`config.mk`:
```
export PLATFORM = sky130hd
export DESIGN_NAME = square_rebuild_flat
export DESIGN_NICKNAME = d
export VERILOG_FILES = /design/src/rtl/square_rebuild_if.sv /design/src/rtl/square_rebuild.sv /design/src/flat_wrapper.sv
export SDC_FILE = /design/constraint.sdc
export NUM_CORES = 1
export LEC_CHECK = 0
export CAP_MARGIN = 20
export CORE_ASPECT_RATIO = 1.1
export CORE_MARGIN = 2
export CORE_UTILIZATION = 40
export CTS_CLUSTER_SIZE = 16
export DETAILED_ROUTE_END_ITERATION = 7
export DONT_BUFFER_PORTS = 1
export GPL_TIMING_DRIVEN = 0
export RECOVER_POWER = 25
export SETUP_SLACK_MARGIN = 0.5
export SLEW_MARGIN = 20
export SYNTH_ARGS = -nofsm -noshare
export SYNTH_HDL_FRONTEND = slang
export SYNTH_SLANG_ARGS = --single-unit
```
`constraint.sdc`:
```
create_clock -name clk_i -period 2.1 [get_ports clk_i]
set_input_delay 0.42 -clock clk_i [delete_from_list [all_inputs] [get_ports clk_i]]
set_output_delay 0.42 -clock clk_i [all_outputs]
set_load 0.01 [all_outputs]
```
`src/rtl/square_rebuild_if.sv`:
```
// Handshake/operand bundle for square_rebuild.
// The requester drives start_i and the operands; the datapath
// returns busy/done, the reconstructed value and the range flag.
interface square_rebuild_if;
  logic       start_i;
  logic [3:0] y_i;
  logic [4:0] r_i;
  logic       busy_o;
  logic       done_o;
  logic [7:0] x_o;
  logic       err_o;

  modport master (
    output start_i,
    output y_i,
    output r_i,
    input  busy_o,
    input  done_o,
    input  x_o,
    input  err_o
  );

  modport slave (
    input  start_i,
    input  y_i,
    input  r_i,
    output busy_o,
    output done_o,
    output x_o,
    output err_o
  );
endinterface

```
`src/rtl/square_rebuild.sv`:
```
// square_rebuild: rebuilds x = y*y + r from a square-root result.
// Shift-and-add multiply over four cycles, with the accumulator
// preloaded with the remainder so the addition comes for free.
// Optional feature macro: SQUARE_RANGE_CHECK_EN
//   defined   -> r > 2*y flags err_o and leaves x_o untouched
//   undefined -> err_o tied low, x_o always takes the wrapped sum
module square_rebuild (
  input  logic            clk_i,
  input  logic            rst_i,
  square_rebuild_if.slave bus
);

  typedef enum logic [1:0] {
    IDLE = 2'd0,
    MUL  = 2'd1,
    OUT  = 2'd2
  } state_t;

  state_t     state;
  state_t     state_next;

  logic [7:0] mcand;
  logic [3:0] mplr;
  logic [7:0] acc;
  logic [1:0] cnt;
  logic [7:0] x_q;
  logic       done_q;

  // One shift-and-add step; the 8-bit sum wraps modulo 256.
  function automatic logic [7:0] mac_step(input logic [7:0] a,
                                          input logic [7:0] m,
                                          input logic       bit0);
    logic [7:0] addend;
    addend   = bit0 ? m : 8'd0;
    mac_step = a + addend;
  endfunction

`ifdef SQUARE_RANGE_CHECK_EN
  logic [3:0] y_q;
  logic [4:0] r_q;
  logic       err_q;

  // A valid square-root remainder never exceeds 2*y.
  function automatic logic range_err(input logic [3:0] y,
                                     input logic [4:0] r);
    range_err = (r > {y, 1'b0});
  endfunction
`endif

  // State register.
  always_ff @(posedge clk_i or negedge rst_i) begin
    if (!rst_i) begin
      state <= IDLE;
    end else begin
      state <= state_next;
    end
  end

  // Next-state decode: IDLE -> MUL (4 steps) -> OUT -> IDLE.
  always_comb begin
    state_next = state;
    case (state)
      IDLE: begin
        if (bus.start_i) begin
          state_next = MUL;
        end
      end
      MUL: begin
        if (cnt == 2'd3) begin
          state_next = OUT;
        end
      end
      OUT: begin
        state_next = IDLE;
      end
      default: begin
        state_next = IDLE;
      end
    endcase
  end

  // Operand latch and shift-and-add iteration.
  always_ff @(posedge clk_i or negedge rst_i) begin
    if (!rst_i) begin
      mcand <= 8'd0;
      mplr  <= 4'd0;
      acc   <= 8'd0;
      cnt   <= 2'd0;
    end else begin
      case (state)
        IDLE: begin
          if (bus.start_i) begin
            mcand <= {4'b0000, bus.y_i};
            mplr  <= bus.y_i;
            acc   <= {3'b000, bus.r_i};
            cnt   <= 2'd0;
          end
        end
        MUL: begin
          acc   <= mac_step(acc, mcand, mplr[0]);
          mcand <= {mcand[6:0], 1'b0};
          mplr  <= {1'b0, mplr[3:1]};
          cnt   <= cnt + 2'd1;
        end
        default: begin
          cnt <= cnt;
        end
      endcase
    end
  end

`ifdef SQUARE_RANGE_CHECK_EN
  // Keep the raw operands for the range test performed in OUT.
  always_ff @(posedge clk_i or negedge rst_i) begin
    if (!rst_i) begin
      y_q <= 4'd0;
      r_q <= 5'd0;
    end else if ((state == IDLE) && bus.start_i) begin
      y_q <= bus.y_i;
      r_q <= bus.r_i;
    end
  end

  // Result publish: out-of-range operands hold x and raise err.
  always_ff @(posedge clk_i or negedge rst_i) begin
    if (!rst_i) begin
      x_q    <= 8'd0;
      err_q  <= 1'b0;
      done_q <= 1'b0;
    end else begin
      done_q <= (state == OUT);
      if (state == OUT) begin
        if (range_err(y_q, r_q)) begin
          err_q <= 1'b1;
        end else begin
          err_q <= 1'b0;
          x_q   <= acc;
        end
      end
    end
  end

  assign bus.err_o = err_q;
`else
  // Result publish: x takes the wrapped sum on every completion.
  always_ff @(posedge clk_i or negedge rst_i) begin
    if (!rst_i) begin
      x_q    <= 8'd0;
      done_q <= 1'b0;
    end else begin
      done_q <= (state == OUT);
      if (state == OUT) begin
        x_q <= acc;
      end
    end
  end

  assign bus.err_o = 1'b0;
`endif

  assign bus.busy_o = (state != IDLE);
  assign bus.done_o = done_q;
  assign bus.x_o    = x_q;

endmodule

```
`src/flat_wrapper.sv`:
```
// flat-port wrapper written by rule: the top's interface ports become plain ports
module square_rebuild_flat 
  (clk_i, rst_i, bus_start_i, bus_y_i, bus_r_i, bus_busy_o, bus_done_o, bus_x_o, bus_err_o);
  square_rebuild_if bus_i ();
  input  logic clk_i;
  input  logic rst_i;
  input wire logic [$bits(bus_i.start_i)-1:0] bus_start_i;
  input wire logic [$bits(bus_i.y_i)-1:0] bus_y_i;
  input wire logic [$bits(bus_i.r_i)-1:0] bus_r_i;
  output wire logic [$bits(bus_i.busy_o)-1:0] bus_busy_o;
  output wire logic [$bits(bus_i.done_o)-1:0] bus_done_o;
  output wire logic [$bits(bus_i.x_o)-1:0] bus_x_o;
  output wire logic [$bits(bus_i.err_o)-1:0] bus_err_o;
  assign bus_i.start_i = bus_start_i;
  assign bus_i.y_i = bus_y_i;
  assign bus_i.r_i = bus_r_i;
  assign bus_busy_o = bus_i.busy_o;
  assign bus_done_o = bus_i.done_o;
  assign bus_x_o = bus_i.x_o;
  assign bus_err_o = bus_i.err_o;
  square_rebuild u_core (.clk_i(clk_i), .rst_i(rst_i), .bus(bus_i));
endmodule
```
==> flow_metrics.tcl, run 1 <==
set metrics [dict create \
    clkSinkCount 33 \
    cts_root_buffer "clkbuf_8" \
    hp-class "in2reg" \
    clock_path_buffers 2 \
    synth_commonest_cells "dfrtp_1 (33), o21ai_0 (18), nand2_1 (17), a21oi_1 (15)" \
    port_buffers 0 \
    r2r-start "u_core.mcand[0]" \
    cts.htree.levels 2 \
    ant_nets 0 \
    holdPathStages 1 \
    cp_data_required_time_ns 2.27 \
    worstPathArrival_ns 2.20 \
    avgRoutedWirePerCell_um 16.4 \
    syn-cell-area_um2 1700 \
    fin_util_pct 50.2 \
    io_pins 23 \
    ys.flop_type "dfrtp_1" \
    tightest_slew_ns 0.823 \
    synth_cell_types 36 \
    synth_area_leaders "dfrtp_1 (49%), ha_1 (5.9%), o21ai_0 (5.3%)" \
    cp-start-kind "flip-flop" \
    report.final.setup_viol 0 \
    core_um2 4020 \
    antennaDiodeCount 0 \
    dpl_cell_area_um2 1780 \
    antenna_found_initial 0 \
    synthArstFlopShare_pct 100 \
    cts-buffers-inserted 5 \
    ys_seq_area_share_pct 48.6 \
    drive_gt1_share_pct 25.1 \
    syn_area_per_cell_um2 10.1 \
    start_util_pct 42.2 \
    worstHoldStart "bus_start_i" \
    slew_headroom_pct 45.1 \
    die_w_um 66.1 \
    outcome "finished clean" \
    critPathLaunch "u_core.mcand[0]" \
    grtUsageTotal_pct 17.5 \
    fin_skew_ns 0.00253 \
    power_mw 2.86 \
    synthMostInstantiatedCell "dfrtp_1" \
    total_leakage_power_nw 0.911 \
    design_area_um2 2020 \
    grt_overflow_total 0 \
    clock.fmax_mhz 493 \
    drtIter0Drc 100 \
    gp_congestion 0.775 \
    yosys.area.top_type_share_pct 48.6 \
    finalHoldViolCount 0 \
    ff2ff_path_depth 9 \
    grt_max_degree 34 \
    clk_latency_ns 0.28 \
    drc_errors 0 \
    synth_fp_nets 190 \
    synth_edf_count 0 \
    rows 24 \
    synthCells 169 \
    fp.dieH_um 72.4 \
    period_share_pct 96.6 \
    drt_pass1_iterations 4 \
    tritoncts "built" \
    slew_violations 0 \
    clk_pin_slew_ns 0.07 \
    first_global_vias 1338 \
    ys_ff_latch 33 \
    hpwl_um 2530 \
    ir_drop_mv 0.648 \
    fin_crit_ns 2.03 \
    power.density_nw_per_um2 1420 \
    grt_pass1_wl_um 6370 \
    nets 204 \
    rsz0062_at_grt "yes" \
    yosysWarnings 0 \
    path_class "reg2reg" \
    end_kind "flip-flop" \
    die_area_um2 4790 \
    yosysTopAreaCell "dfrtp_1" \
    vias_per_cell 5.50 \
    drv_cap 0 \
    wl_um 3850 \
    area_delta_synth_final_pct 18.9 \
    crit_fanout 3 \
    vias 1293 \
]
routing by layer:
layer  GRT usage [%]  share of wire [%]  vias to the layer above
li1                -                  -                      613
met2            26.1                 45                       37
met3            4.50                5.1                       11
met4            6.35                2.4                        0
met1            24.5                 47                      632
met5               0                  0                        -
layout make-up:
type / count / area (µm²)
Fill cell: 373 / 2000
Sequential cell: 33 / 827
Inverter: 7 / 26.3
Multi-Input combinational cell: 121 / 912
Tap cell: 52 / 65.1
Timing Repair Buffer: 7 / 60.1
Buffer: 8 / 43.8
Clock buffer: 7 / 86.3
path summary, 6_finish.rpt:
check	endpoint	slack, ns
setup / recovery	u_core.acc[6]	0.07
hold / removal	u_core.acc[4]	0.25
setup reg to reg	u_core.acc[6]	0.07
hold reg to reg	u_core.mplr[1]	0.50
max in group asynchronous	u_core.mplr[0]	0.75
min in group asynchronous	u_core.mcand[7]	0.79
what timing repair did:
item                                    in CTS  in global routing
hold buffers                                 2                  0
pin swaps                                    4                  2
endpoints found under the setup margin       7                  8
endpoints found under the hold margin       33                  0
setup buffers                                5                  0
resized for setup                           16                  7
power by group:
part / total, mW / internal [mW] / switching, mW
combinational: 1.20 / 0.557 / 0.646
clock: 0.491 / 0.260 / 0.231
sequential: 1.17 / 0.907 / 0.259
total: 2.86 / 1.72 / 1.14
through the flow:
stage | worst slack, ns | cells | TNS (ns) | hold slack, ns
after floorplan | 0.139 | 169 | 0 | 0.124
after global placement | 0.00409 | 221 | 0 | 0.125
after CTS | 0.0984 | 235 | 0 | 0.241
after global routing | 0.000444 | 235 | 0 | 0.248
final | 0.0711 | 235 | 0 | 0.247
after detailed placement | -0.0425 | 221 | -0.0425 | 0.126
sequential cells by signal, summed over array words and instances (netlist names):
name	cells
u_core.acc	8
u_core.bus.done_o	1
u_core.mplr	4
u_core.state	2
u_core.mcand	8
u_core.cnt	2
u_core.bus.x_o	8
cells in the final DEF (no fill, tap or decap), types with 2 or more instances in the layout:
cell / Yosys / routed
a211oi_1: 3 / 2
a21o_1: 2 / 2
a21oi_1: 15 / 14
a22o_1: 5 / 5
a22oi_1: 4 / 4
and2_1: 7 / 5
and2_4: 0 / 2
buf_2: 5 / 5
buf_4: 1 / 4
buf_6: 0 / 2
clkbuf_8: 0 / 6
dfrtp_1: 33 / 32
ha_1: 8 / 4
ha_4: 0 / 4
inv_1: 7 / 5
inv_2: 0 / 2
mux2_2: 8 / 8
nand2_1: 17 / 15
nor2_1: 8 / 7
nor2b_1: 6 / 6
o21ai_0: 18 / 15
o21ai_1: 1 / 4
o21bai_1: 2 / 2
critical path, stage by stage (launching register included):
cell and delay, ns:
dfrtp_1 0.41, and2_4 0.18, ha_4 0.16, inv_2 0.05
fa_2 0.21, nand2b_4 0.14, a21oi_2 0.06, o21a_1 0.18
or3_1 0.30, a32o_1 0.22
cells by family (layout without fill, tap and decap cells):
family,after synthesis,after routing,synth area share (%)
other,1,1,0.221
AND/OR/NAND/NOR,46,46,13.7
multiplexers,9,9,5.89
AO/OA/AOI/OAI,54,54,19.6
adder cells (fa/ha/maj),9,9,7.07
XOR/XNOR,2,2,1.03
flip-flops,33,33,48.6
buffers and inverters,15,29,3.90
No activity file was read; power rests on OpenSTA's default activity.
==> run 2: changes to the inputs <==
--- a/config.mk
+++ b/config.mk
@@ -5,8 +5,9 @@
 export SDC_FILE = /design/constraint.sdc
 export NUM_CORES = 1
 export LEC_CHECK = 0
+export ABC_AREA = 1
 export CAP_MARGIN = 20
-export CORE_ASPECT_RATIO = 1.1
+export CORE_ASPECT_RATIO = 0.7
 export CORE_MARGIN = 2
 export CORE_UTILIZATION = 40
 export CTS_CLUSTER_SIZE = 16
==> constraint.sdc (replaced) <==
create_clock -name clk_i -period 2.3 [get_ports clk_i]
set_input_delay 0.46 -clock clk_i [delete_from_list [all_inputs] [get_ports clk_i]]
set_output_delay 0.46 -clock clk_i [all_outputs]
set_load 0.01 [all_outputs]
==> run 2 against run 1 <==
Against the previous run: first-iteration DRC count is 30% lower; power is 0.82% lower; combinational power increased by 10%; cell count rose by 20%; utilization decreased by 3.9 points; largest power group unchanged; sequential power down 11%.
==> flow_metrics.tcl, run 2 <==
set metrics [dict create \
    outcome "finished clean" \
    tritoncts "built" \
    antenna_found_initial 0 \
    r2r-start "u_core.mplr[0]" \
    yosys.area.top_type_share_pct 46.4 \
    ys_ff_latch 33 \
    timing.rr.end "u_core.acc[5]" \
    ir_drop_mv 0.576 \
    synthArstFlopShare_pct 100 \
    io_pins 23 \
    synth_area_leaders "dfrtp_1 (46%), nand2_1 (15%), inv_1 (6.7%)" \
    clkSinkCount 33 \
    grt_pass1_wl_um 6050 \
    yosysWarnings 0 \
    synthMostInstantiatedCell "nand2_1" \
    p_int_mw 1.62 \
    grt_max_degree 34 \
    comb_power_share_pct 46.4 \
    critPathLaunch "u_core.mplr[0]" \
    synth_cell_types 30 \
    ys_seq_area_share_pct 46.4 \
    cp-start-kind "flip-flop" \
    period_share_pct 73.2 \
    layout_commonest_cell "nand2_1" \
    path_buf_inv 2 \
    clk_pin_slew_ns 0.07 \
    finalHoldViolCount 0 \
    hpwl_um 2630 \
    synth_commonest_cells "nand2_1 (71), dfrtp_1 (33), inv_1 (32), nand3_1 (14), o21ai_1 (10)" \
    syn_area_per_cell_um2 8.20 \
    clock_path_buffers 2 \
    start_util_pct 41.4 \
    seqPwrFrac_pct 36.6 \
    drt_pass1_iterations 4 \
    syn-cell-area_um2 1780 \
    clock.fmax_mhz 594 \
    worstPathArrival_ns 1.86 \
    path_cells "buf_6 > nand2_1 > inv_1 > ha_1 > or2_2 > nand3b_1 > nand3_1 > nand3_1 > nand2_1" \
    cp_data_required_time_ns 2.47 \
    synth_edf_count 0 \
    drtIter0Drc 70 \
    nets 247 \
    fin_setup_tns_ns 0 \
    drive_gt1_share_pct 16.7 \
    clk_latency_ns 0.28 \
    total_leakage_power_nw 1.07 \
    antennaDiodeCount 0 \
    grtUsageTotal_pct 16.1 \
    slew_violations 0 \
    port_buffers 0 \
    area_delta_synth_final_pct 12.1 \
    hp-class "in2async" \
    grt_overflow_total 0 \
    fin_crit_ns 1.68 \
    die_area_um2 5010 \
    wl_um 3570 \
    core_um2 4300 \
    worstSetupEndpoint "u_core.acc[5]" \
    end_kind "flip-flop" \
    fin_skew_ns 0.00604 \
    layout.cells.non_filler 282 \
    clockPowerShare_pct 17.0 \
    post-place-cells 272 \
    final_cell_mix "nand2_1 (71), dfrtp_1 (33), inv_1 (31)" \
    postCtsSetupRepairBufs 0 \
    rows 20 \
    crit_fanout 5 \
    critPathMaxStageDelay_ns 0.40 \
    ff2ff_path_depth 9 \
    yosysTopAreaCell "dfrtp_1" \
    cts-buffers-inserted 5 \
    r2r_setup_slack_ns 0.62 \
    rsz0062_at_grt "yes" \
    cp.depth 9 \
    die_w_um 83.7 \
    report.final.setup_viol 0 \
    crit_slowest_cell "dfrtp_1" \
    switchingPower_mw 1.22 \
    cp_top_family "simple AND/OR/NAND/NOR gates" \
    path_class "reg2reg" \
    power.density_nw_per_um2 1420 \
    cts_root_buffer "clkbuf_8" \
    drv_cap 0 \
    synth_fp_nets 238 \
    avgRoutedWirePerCell_um 12.7 \
    ys.flop_type "dfrtp_1" \
    cts.htree.levels 2 \
    ant_nets 0 \
    fp.dieH_um 59.8 \
    first_global_vias 1210 \
    netSwitchingFraction_pct 43.0 \
    gp_congestion 0.859 \
    vias 1306 \
    synthCells 217 \
    vias_per_cell 4.63 \
    drc_errors 0 \
]
==> run 2: cell types whose count changed after synthesis, sizes merged, moves of 3 or more <==
| cell | before | now |
|---|---|---|
| o21ai | 19 | 16 |
| inv | 7 | 37 |
| nand3 | 0 | 15 |
| a22oi | 4 | 0 |
| nor2b | 6 | 0 |
| and2 | 7 | 0 |
| a21oi | 15 | 5 |
| o211ai | 0 | 4 |
| a211oi | 3 | 0 |
| nand2 | 17 | 74 |
| a22o | 5 | 1 |
| mux2 | 8 | 0 |
==> run 2: final cells by class <==
class	instances	area, µm²
Tap cell	55	68.8
Clock inverter	1	5.00
Sequential cell	33	826
Fill cell	444	2310
Timing Repair Buffer	2	25.0
Clock buffer	7	96.3
Multi-Input combinational cell	141	776
Buffer	6	57.6
Inverter	37	141
==> run 2: how the worst min path moves through the flow <==
stage,startpoint,endpoint,slack (ns),cells after the start
final,rst_i,u_core.cnt[1],0.003,1
after global routing,rst_i,u_core.cnt[1],0.002,1
after CTS,rst_i,u_core.cnt[1],0.004,1
after detailed placement,rst_i,u_core.bus.done_o,0.17,0
after global placement,rst_i,u_core.bus.done_o,0.17,0
after floorplan,rst_i,u_core.acc[0],0.16,0
==> run 2: metal layers <==
metal	vias to the layer above	track usage, %	part of all wire [%]
li1	698	-	-
met1	568	25.1	56
met2	38	20.5	37
met3	2	5.66	6.5
met4	0	4.15	0.76
met5	-	0	0
==> run 2: power groups by stage <==
| stage | sequential [mW] | clock, mW | combinational [mW] |
|---|---|---|---|
| finish | 1.04 | 0.483 | 1.32 |
| global route | 1.07 | 0.517 | 1.51 |
| CTS | 1.04 | 0.492 | 1.31 |
| detailed placement | 1.05 | 0 | 1.28 |
| global placement | 1.04 | 0 | 1.27 |
| floorplan | 1.01 | 0 | 1.04 |
==> run 2: timing repair <==
item,4_1_cts,5_1_grt
endpoints found under the hold margin,33,0
hold buffers,1,0
cloned,0,1
setup endpoints to repair,1,4
gates resized for setup,1,6
==> run 2: worst register-to-register path: cells and delay by family (launching register included) <==
kind,cells,cell delay (ns)
AND/OR/NAND/NOR,6,0.70
flip-flops,1,0.40
adder cells (fa/ha/maj),1,0.30
buffers and inverters,2,0.17
==> run 2: cell families (layout without fill, tap and decap cells) <==
family	after synthesis	in the layout	synth area share, %
DFF	33	33	46.4
buffers and inverters	43	53	10.8
adders and majority gates	9	9	6.75
xor gates and xnor gates	1	1	0.492
and+or+nand+nor	100	100	24.7
AOI/OAI and AO/OA	30	30	10.7
other	1	1	0.211
==> run 2: metrics by stage <==
step | power, mW | hold WS, ns | area [µm²] | setup WS (ns) | utilization, %
2_1_floorplan | 2.05 | 0.164 | 1780 | 0.680 | -
3_3_place_gp | 2.31 | 0.165 | 1850 | 0.523 | 43.0
3_5_place_dp | 2.33 | 0.165 | 1850 | 0.507 | 43.0
4_1_cts | 2.83 | 0.00400 | 1970 | 0.537 | 45.8
5_1_grt | 3.10 | 0.00197 | 2000 | 0.477 | 46.4
6_report | 2.84 | 0.00339 | 2000 | 0.617 | 46.4
==> run 3: changes to the inputs <==
==> constraint.sdc (replaced) <==
create_clock -name clk_i -period 1.5 [get_ports clk_i]
set_input_delay 0.3 -clock clk_i [delete_from_list [all_inputs] [get_ports clk_i]]
set_output_delay 0.3 -clock clk_i [all_outputs]
set_load 0.01 [all_outputs]
==> run 3 against run 2 <==
Against the previous run: the run now ends with hold timing, setup timing left; clock power grew 50%; worst setup slack lost 0.74 ns; flip-flop and latch count unchanged; routed wire length grew 18%; final area up 26%.
==> flow_metrics.tcl, run 3 (synthesized netlist as in run 2, its figures left out) <==
set metrics [dict create \
    crit_fanout 5 \
    port_buffers 0 \
    area_delta_synth_final_pct 41.4 \
    fin_skew_ns 0.00418 \
    clk_pin_slew_ns 0.07 \
    path_class "reg2reg" \
    end_kind "flip-flop" \
    critPathMaxStageDelay_ns 0.50 \
    whs_ns -0.289 \
    report.final.setup_viol 6 \
    ant_nets 0 \
    drv_cap 0 \
    clk_latency_ns 0.28 \
    cp_data_required_time_ns 1.66 \
    cts_root_buffer "clkbuf_8" \
    fp.dieH_um 59.8 \
    layout_commonest_cell "nand2_1" \
    drt_pass1_iterations 4 \
    fin_ws_ns -0.119 \
    finalHoldViolCount 33 \
    drive_gt1_share_pct 42.4 \
    violations "hold timing, setup timing" \
    avgRoutedWirePerCell_um 14.1 \
    wl_um 4230 \
    drtIter0Drc 65 \
    antennaDiodeCount 0 \
    cp_top_family "adder cells" \
    cts-buffers-inserted 5 \
    cts.htree.levels 2 \
    grt_max_degree 34 \
    clock_path_buffers 2 \
    final_cell_mix "nand2_1 (51), dfrtp_1 (32), inv_1 (25)" \
    die_area_um2 5010 \
    path_cells "buf_6 > nand2_2 > inv_2 > ha_4 > inv_2 > fa_2 > nand2_1 > o211ai_1 > o21ai_1" \
    period_share_pct 108 \
    nets 265 \
    ir_drop_mv 1.18 \
    total_leakage_power_nw 1.27 \
    tritoncts "built" \
    fin_crit_ns 1.62 \
    gp_congestion 0.867 \
    crit_slowest_cell "fa_2" \
    clock.fmax_mhz 618 \
    grt_overflow_total 0 \
    vias 1446 \
    cpMostUsedCell "inv_2" \
    path_buf_inv 3 \
    outcome "complete, but fails checks" \
    power_mw 5.83 \
    power.density_nw_per_um2 2320 \
    grtUsageTotal_pct 18.9 \
    hpwl_um 2700 \
    rows 20 \
    worstPathArrival_ns 1.78 \
    die_w_um 83.7 \
    hp-class "in2async" \
    io_pins 23 \
    clkSinkCount 33 \
    vias_per_cell 4.82 \
    antenna_found_initial 0 \
    start_util_pct 41.4 \
    cp-start-kind "flip-flop" \
    slew_violations 0 \
    core_um2 4300 \
    rsz0062_at_grt "yes" \
    first_global_vias 1474 \
    grt_pass1_wl_um 7220 \
    drc_errors 0 \
]
run 3: cell types whose count changed in the layout (fill, tap and decap cells not counted), sizes merged:
cell | before | now
inv | 37 | 36
buf | 8 | 25
clkbuf | 7 | 8
clkinv | 1 | 2
run 3: metrics by stage:
stage          worst slack [ns]  std cells  util, %  cell area, µm²  TNS (ns)
6_report                 -0.119        300     58.5            2520    -0.501
5_1_grt                  -0.221        300     58.5            2520     -1.24
4_1_cts                  -0.129        296     54.7            2360    -0.650
3_5_place_dp             -0.157        272     44.3            1910    -0.805
3_3_place_gp             -0.132        272     44.3            1910    -0.624
2_1_floorplan           -0.0337        217        -            1840   -0.0821
run 3: layout make-up:
cell class	count	area, µm²
buffer	6	76.3
clock buffer	7	96.3
clock inverter	1	5.00
fill	384	1790
inverter	37	159
multi-input combinational	141	1040
sequential	33	827
tap	55	68.8
timing repair buffer	20	241
run 3: final timing paths:
check	from	endpoint	slack (ns)	cells after the start
setup / recovery	u_core.mplr[0]	u_core.acc[1]	-0.12	9
max in group asynchronous	rst_i	u_core.state[1]	1.70	0
hold reg to reg	u_core.cnt[0]	u_core.cnt[0]	0.49	1
min in group clk_i	bus_y_i[2]	u_core.mcand[2]	0.19	2
hold / removal	rst_i	u_core.bus.x_o[6]	-0.29	0
setup reg to reg	u_core.mplr[0]	u_core.acc[1]	-0.12	9
run 3: power breakdown:
group          total [mW]  internal, mW  switching, mW  leakage [nW]
Clock               0.726         0.414          0.312        0.0542
Combinational        3.38          1.66           1.72         0.801
Sequential           1.72          1.29          0.433         0.416
Total                5.83          3.37           2.46          1.27
run 3: layer usage:
layer | vias up | part of all wire, % | GRT usage, % | wire [µm]
met5 | - | 0 | 0 | 0
met4 | 0 | 0.69 | 4.15 | 29
met3 | 5 | 5.1 | 5.39 | 217
met2 | 29 | 45 | 29.4 | 1910
met1 | 678 | 49 | 26.6 | 2070
li1 | 734 | - | - | -
run 3: timing repair:
| item | 4_1_cts | 5_1_grt |
|---|---|---|
| pin swaps | 16 | 17 |
| endpoints found under the setup margin | 38 | 42 |
| endpoints found under the hold margin | 33 | 33 |
| gates resized for setup | 54 | 28 |
| gates cloned | 3 | 1 |
| setup buffers | 13 | 3 |
